===== src/rtl/bp_pkg.sv =====
// Shared types for the branch prediction pipeline: the per-stage prediction
// bundle, its cleared value and the default fall-through increment.
package bp_pkg;
  typedef struct packed {
    logic        valid;
    logic        taken;
    logic [31:0] target;
  } pred_t;

  localparam int    PC_INC_DEF = 4;
  localparam pred_t PRED_CLEAR = '{valid: 1'b0, taken: 1'b0, target: 32'h0};
endpackage


===== src/rtl/pred_pipe_reg.sv =====
// One prediction pipeline register.
// Priority: RESET, then clear (mispredict or flush), then stall, then load.
import bp_pkg::*;

module pred_pipe_reg (
  input  logic  clk,
  input  logic  RESET,
  input  logic  clear,
  input  logic  stall,
  input  pred_t d,
  output pred_t q
);
  always_ff @(posedge clk) begin
    if (RESET)       q <= PRED_CLEAR;
    else if (clear)  q <= PRED_CLEAR;
    else if (!stall) q <= d;
  end
endmodule


===== src/rtl/branch_resolve_unit.sv =====
// Carries F-stage branch predictions to Execute, resolves them against the
// real outcome, drives predictor updates and the fetch redirect.
// Optional statistics counters are built when BRANCH_STATS_EN is defined.
import bp_pkg::*;

module branch_resolve_unit #(
  parameter int PC_INC = PC_INC_DEF,
  parameter int STAT_W = 32
) (
  input  logic              clk,
  input  logic              RESET,
  input  logic              PrPCSrc_F,
  input  logic [31:0]       PrALUResult_F,
  input  logic              StallD,
  input  logic              StallE,
  input  logic              FlushD,
  input  logic              FlushE,
  input  logic [31:0]       PC_E,
  input  logic              Branch_E,
  input  logic              PCSrc_E,
  input  logic [31:0]       ALUResult_E,
  output logic              WE_PrPCSrc,
  output logic              WE_PrALUResult,
  output logic              Mispredict_E,
  output logic [31:0]       RedirectPC_E,
  output logic [STAT_W-1:0] BranchCount,
  output logic [STAT_W-1:0] MispredCount
);
  pred_t pred_f, pred_d, pred_e;
  logic  dir_miss, tgt_miss, ghost;

  assign pred_f = '{valid: 1'b1, taken: PrPCSrc_F, target: PrALUResult_F};

  // A redirect kills both younger slots even when the hazard unit stalls them.
  pred_pipe_reg u_pred_d (
    .clk(clk), .RESET(RESET), .clear(Mispredict_E | FlushD),
    .stall(StallD), .d(pred_f), .q(pred_d)
  );

  pred_pipe_reg u_pred_e (
    .clk(clk), .RESET(RESET), .clear(Mispredict_E | FlushE),
    .stall(StallE), .d(pred_d), .q(pred_e)
  );

  always_comb begin
    dir_miss = pred_e.valid & Branch_E & (PCSrc_E != pred_e.taken);
    tgt_miss = pred_e.valid & Branch_E & PCSrc_E & pred_e.taken &
               (ALUResult_E != pred_e.target);
    ghost    = pred_e.valid & ~Branch_E & pred_e.taken;

    Mispredict_E   = dir_miss | tgt_miss | ghost;
    WE_PrPCSrc     = pred_e.valid & (Branch_E | ghost);
    WE_PrALUResult = pred_e.valid & Branch_E & PCSrc_E & (~pred_e.taken | tgt_miss);

    RedirectPC_E = '0;
    if (pred_e.valid)
      RedirectPC_E = (Branch_E & PCSrc_E) ? ALUResult_E : PC_E + 32'(PC_INC);
  end

`ifdef BRANCH_STATS_EN
  logic [STAT_W-1:0] br_cnt, mp_cnt;

  // Saturating counters so long runs never wrap back to small values.
  always_ff @(posedge clk) begin
    if (RESET) begin
      br_cnt <= '0;
      mp_cnt <= '0;
    end else begin
      if (WE_PrPCSrc && Branch_E && br_cnt != '1) br_cnt <= br_cnt + STAT_W'(1);
      if (Mispredict_E && mp_cnt != '1)           mp_cnt <= mp_cnt + STAT_W'(1);
    end
  end

  assign BranchCount  = br_cnt;
  assign MispredCount = mp_cnt;
`else
  assign BranchCount  = '0;
  assign MispredCount = '0;
`endif
endmodule


===== config.mk =====
export PLATFORM = sky130hd
export DESIGN_NAME = branch_resolve_unit
export DESIGN_NICKNAME = d
export VERILOG_FILES = /design/src/rtl/bp_pkg.sv /design/src/rtl/pred_pipe_reg.sv /design/src/rtl/branch_resolve_unit.sv
export SDC_FILE = /design/constraint.sdc
export NUM_CORES = 1
export LEC_CHECK = 0
export CAP_MARGIN = 20
export CORE_UTILIZATION = 25
export CTS_CLUSTER_SIZE = 25
export DETAILED_ROUTE_END_ITERATION = 10
export HOLD_SLACK_MARGIN = 0.1
export PLACE_DENSITY = 0.54
export SLEW_MARGIN = 15
export SYNTH_ARGS = -nofsm -noshare
export SYNTH_HDL_FRONTEND = slang
export SYNTH_HIERARCHICAL = 1
export SYNTH_SLANG_ARGS = --single-unit

===== constraint.sdc =====
create_clock -name clk -period 5.95 [get_ports clk]
set_clock_uncertainty 0.15 [all_clocks]
set_input_delay 0.595 -clock clk [delete_from_list [all_inputs] [get_ports clk]]
set_output_delay 0.595 -clock clk [all_outputs]
set_load 0.03 [all_outputs]

After elaboration in Yosys (flattened, before gate mapping)
Cells that the tools add are included.

storage, ports and cells
  input bits = 105
  ROM bits = 0
  bits in writable memories = 0
  output and inout port bits = 99
  bits in registers = 68
  memories = 0
  latch bits = 0

operators by class
  eq/ne operators = 2
  shifts and indexed selects = 0
  order comparisons = 0
  divide/modulo/power cells = 0
  multipliers = 0
  reduce and logical (&&, ||, !) cells = 2
  multiplexer cells = 2
  $add $sub $neg = 1
  bitwise operators = 18

operator list
  kind                                            count
  two-way mux 32 bit                              2
  adder 32 x 3 -> 32 bit (second input constant)  1
  inequality test 32 bit                          1
  bitwise AND 1 bit                               10
  bitwise OR 1 bit                                6
  OR reduction 2 bit                              2
  NOT 1 bit                                       2
  inequality test 1 bit                           1

Logic depth before layout (Yosys ltp)
  word-level depth = 8
  depth in mapped cells = 9
  mapped depth without buffers = 7

Hierarchy
The synthesis kept the hierarchy.

modules (own cells, without submodules)
  module               area each (µm²)  instances  cells an instance
  pred_pipe_reg        1252.5           2          111
  branch_resolve_unit  1858.0           1          273

Worst setup path before layout
No wires, ideal clock.

  path type = input-to-output
  from = in PC_E[2]
  to = out RedirectPC_E[26]
  required time = 5.205 ns
  cell stages on the path = 6
  arrival time = 2.197 ns
  path slack = 3.008 ns
  cell sequence = ha_1 > nand3_1 > nor4_4 > nand4_1 > xor2_1 > a21oi_1

between the ends
  cells in the longest elaborated chain, start to end = 3

RTL lines
  element                 RTL line                   RTL
  start, declared         branch_resolve_unit.sv:18  input logic [31:0] PC_E,
  adder 32 x 3 -> 32 bit  branch_resolve_unit.sv:57  RedirectPC_E = (Branch_E & PCSrc_E) ? ALUResult_E : PC_E + 32'(PC_INC);
  two-way mux 32 bit      branch_resolve_unit.sv:57
  two-way mux 32 bit      branch_resolve_unit.sv:56  if (pred_e.valid)
  end, declared           branch_resolve_unit.sv:25  output logic [31:0] RedirectPC_E,

Every way passes these cells.

Final worst setup path
Same ends and word-level chain as after synthesis.

==> flow_metrics.py <==
metrics = {
    "synth": {
        "netlist_top_cells_area": "dfxtp_1 (31%), mux2i_1 (16%), buf_4 (11%), xor2_1 (10%), nor2_1 (6.3%)",
        "async_reset_ff_frac": 0,
        "ys_ff_latch": 68,
        "syn_area_per_cell_um2": 8.81,
        "synth_top_cell_by_area": "dfxtp_1",
        "syn_inst": 495,
        "synth_edf_count": 0,
        "synthTopCellsByCount": "nor2_1 (73), dfxtp_1 (68), mux2i_1 (68)",
        "yosysMostFrequentCell": "nor2_1",
        "seq_area_frac_synth": 0.312,
        "yosys_warnings": 6,
        "synth_cell_types": 31,
        "synth_area_um2": 4360,
        "synthFlopType": "dfxtp_1",
        "synth_top_area_share": 0.312,
    },
    "timing": {
        "rsz0062_at_grt": "no",
        "final-setup-viol-count": 0,
        "fin_tns_setup_ns": 0,
        "tightest_slew_ns": 1.11,
        "fin_crit_ns": 4.27,
        "hold_violations": 0,
        "slew_headroom": 0.262,
        "drv_slew": 0,
        "fmax_ghz": 0.234,
        "hold_ws_ns": 0.339,
        "timing.final.crit_share": 0.717,
    },
    "power": {
        "p_total_mw": 1.29,
        "powerDensity_nw_per_um2": 219,
        "peakVddDrop_mv": 0.117,
        "clockPowerShare": 0.452,
        "seqPwrFrac": 0.364,
        "sw_frac_of_total": 0.270,
        "leakage_nw": 2.51,
        "cell_internal_pwr_mw": 0.942,
        "switching_power_mw": 0.349,
        "combPwrFrac": 0.184,
    },
    "setup_path": {
        "slowest_stage": "clkdlybuf4s50_1",
        "required_ns": 5.20,
        "path_class": "input pin to primary output",
        "setup.worst_path.end_class": "primary output",
        "cp_max_fo": 8,
        "arrival_ns": 3.52,
        "cpPeakStageDelay_ns": 0.69,
        "crit_chain": "clkdlybuf4s50_1, ha_1, nand3_1, nor4_4, nand4_1, xor2_1, a21oi_1, clkdlybuf4s50_1",
        "cpMostUsedCell": "clkdlybuf4s50_1",
        "crit_path_start_kind": "input pin",
    },
    "routing": {
        "vias": 3684,
        "drc": 0,
        "firstDrtPassIters": 4,
        "ant_nets": 0,
        "totalWireLength_um": 13300,
        "viasPerCell": 4.35,
        "drtIter0Drc": 123,
        "wl_per_cell_um": 15.7,
    },
    "cts": {
        "cts_tree": "yes",
        "clk_pin_slew_ns": 0.05,
        "cts_setup_buffers": 0,
        "clk_path_buf_depth": 2,
        "clock_latency_ns": 0.33,
        "cts_resized": 0,
        "h-tree-depth": 3,
        "clockRootBuffer": "clkbuf_16",
        "ctsHoldBuffers": 0,
        "numCtsBuffers": 9,
        "cts_sinks": 68,
    },
    "final_layout": {
        "layout.nets": 727,
        "synthToLayoutAreaGrowth_pct": 35.5,
        "finalInstanceArea_um2": 5910,
        "fin_util": 0.351,
        "layout-drive-gt1-share": 0.0431,
        "antenna_cells": 0,
    },
    "outcome": {
        "outcome": "complete, no violations",
    },
    "global_routing": {
        "track_usage": 0.148,
        "grt_max_degree": 62,
        "grt_pass1_vias": 3522,
        "grt.overflow.total": 0,
        "grt_antenna_before_repair": 0,
        "grt_pass1_wl_um": 19700,
    },
    "placed_design": {
        "gp_congestion": 0.765,
        "dp_hpwl_um": 10200,
        "port-buffer-count": 139,
        "post_dp_cell_area_um2": 5560,
    },
    "die": {
        "num_io_pins": 204,
        "die-area_um2": 18000,
        "num_rows": 47,
        "die_w_um": 134,
        "core-area_um2": 16800,
        "start_util": 0.259,
        "die_h_um": 134,
    },
    "run": {
        "cap_violations": 0,
    },
    "worst_hold_path": {
        "hold_class": "flip-flop to flip-flop",
    },
}
==> worst max-delay path, delay by kind of cell <==
kind                     cells  cell delay, ns
buffers and inverters        2            1.24
AND/OR/NAND/NOR              3            1.12
adder cells (fa/ha/maj)      1            0.23
XOR/XNOR                     1            0.18
AO/OA/AOI/OAI                1            0.15
==> per-layer routing <==
metal,track usage,vias up,share of wire
met3,0.0336,13,0.060
li1,-,1801,-
met4,0.0456,0,0.014
met5,0,-,0
met1,0.187,1721,0.45
met2,0.249,149,0.47
==> cells by family after synthesis <==
family,synth area share
flip-flops,0.312
XOR/XNOR,0.120
AND/OR/NAND/NOR,0.164
other,0.00172
buffers and inverters,0.166
AO/OA/AOI/OAI,0.0769
adder cells (fa/ha/maj),0.00287
multiplexers,0.156
==> cell usage in the layout (no fill, tap or decap), drive strengths merged, types with 8 or more instances in the layout <==
cell           Yosys  final
nand2             23     23
o211a              9      9
mux2i             68     68
nand3             17     17
nor4              11     11
clkbuf            11     10
clkdlybuf4s50      0    137
dfxtp             68     68
nand4              8      8
xnor2             10     10
nor2              73     73
conb               2     65
a21oi             19     19
xor2              50     50
o21ai             21     21
==> per-stage QoR <==
stage | setup WS [ns] | instances
after floorplan | 3.01 | 558
after global placement | 1.63 | 829
after detailed placement | 1.59 | 829
after CTS | 1.59 | 845
after global routing | 1.48 | 846
final | 1.68 | 846
==> registers in the layout, summed over array words and instances, names as in the netlist <==
register / count
u_pred_d/q: 34
u_pred_e/q: 34
==> worst paths after layout <==
path	start	end	slack, ns	depth (start not counted)
setup / recovery	PC_E[2]	RedirectPC_E[26]	1.68	8
hold / removal	u_pred_d/q[30]	u_pred_e/q[30]	0.34	2
setup reg to reg	u_pred_e/q[2]	u_pred_d/q[25]	2.94	8
hold reg to reg	u_pred_d/q[30]	u_pred_e/q[30]	0.34	2
==> cell type report <==
| class | count | area (um^2) |
|---|---|---|
| tap | 220 | 275 |
| timing repair buffer | 143 | 1420 |
| clock buffer | 10 | 239 |
| inverter | 2 | 7.51 |
| sequential | 68 | 1360 |
| clock inverter | 6 | 87.6 |
| fill | 1726 | 10900 |
| multi-input combinational | 397 | 2520 |
==> power by group through the flow <==
stage	sequential, mW	combinational [mW]	clock (mW)
after floorplan	0.479	0.171	0
after global placement	0.480	0.235	0
after detailed placement	0.480	0.236	0
after CTS	0.470	0.238	0.596
after global routing	0.471	0.254	0.620
final	0.470	0.237	0.584
No activity file was read; power rests on OpenSTA's default activity.
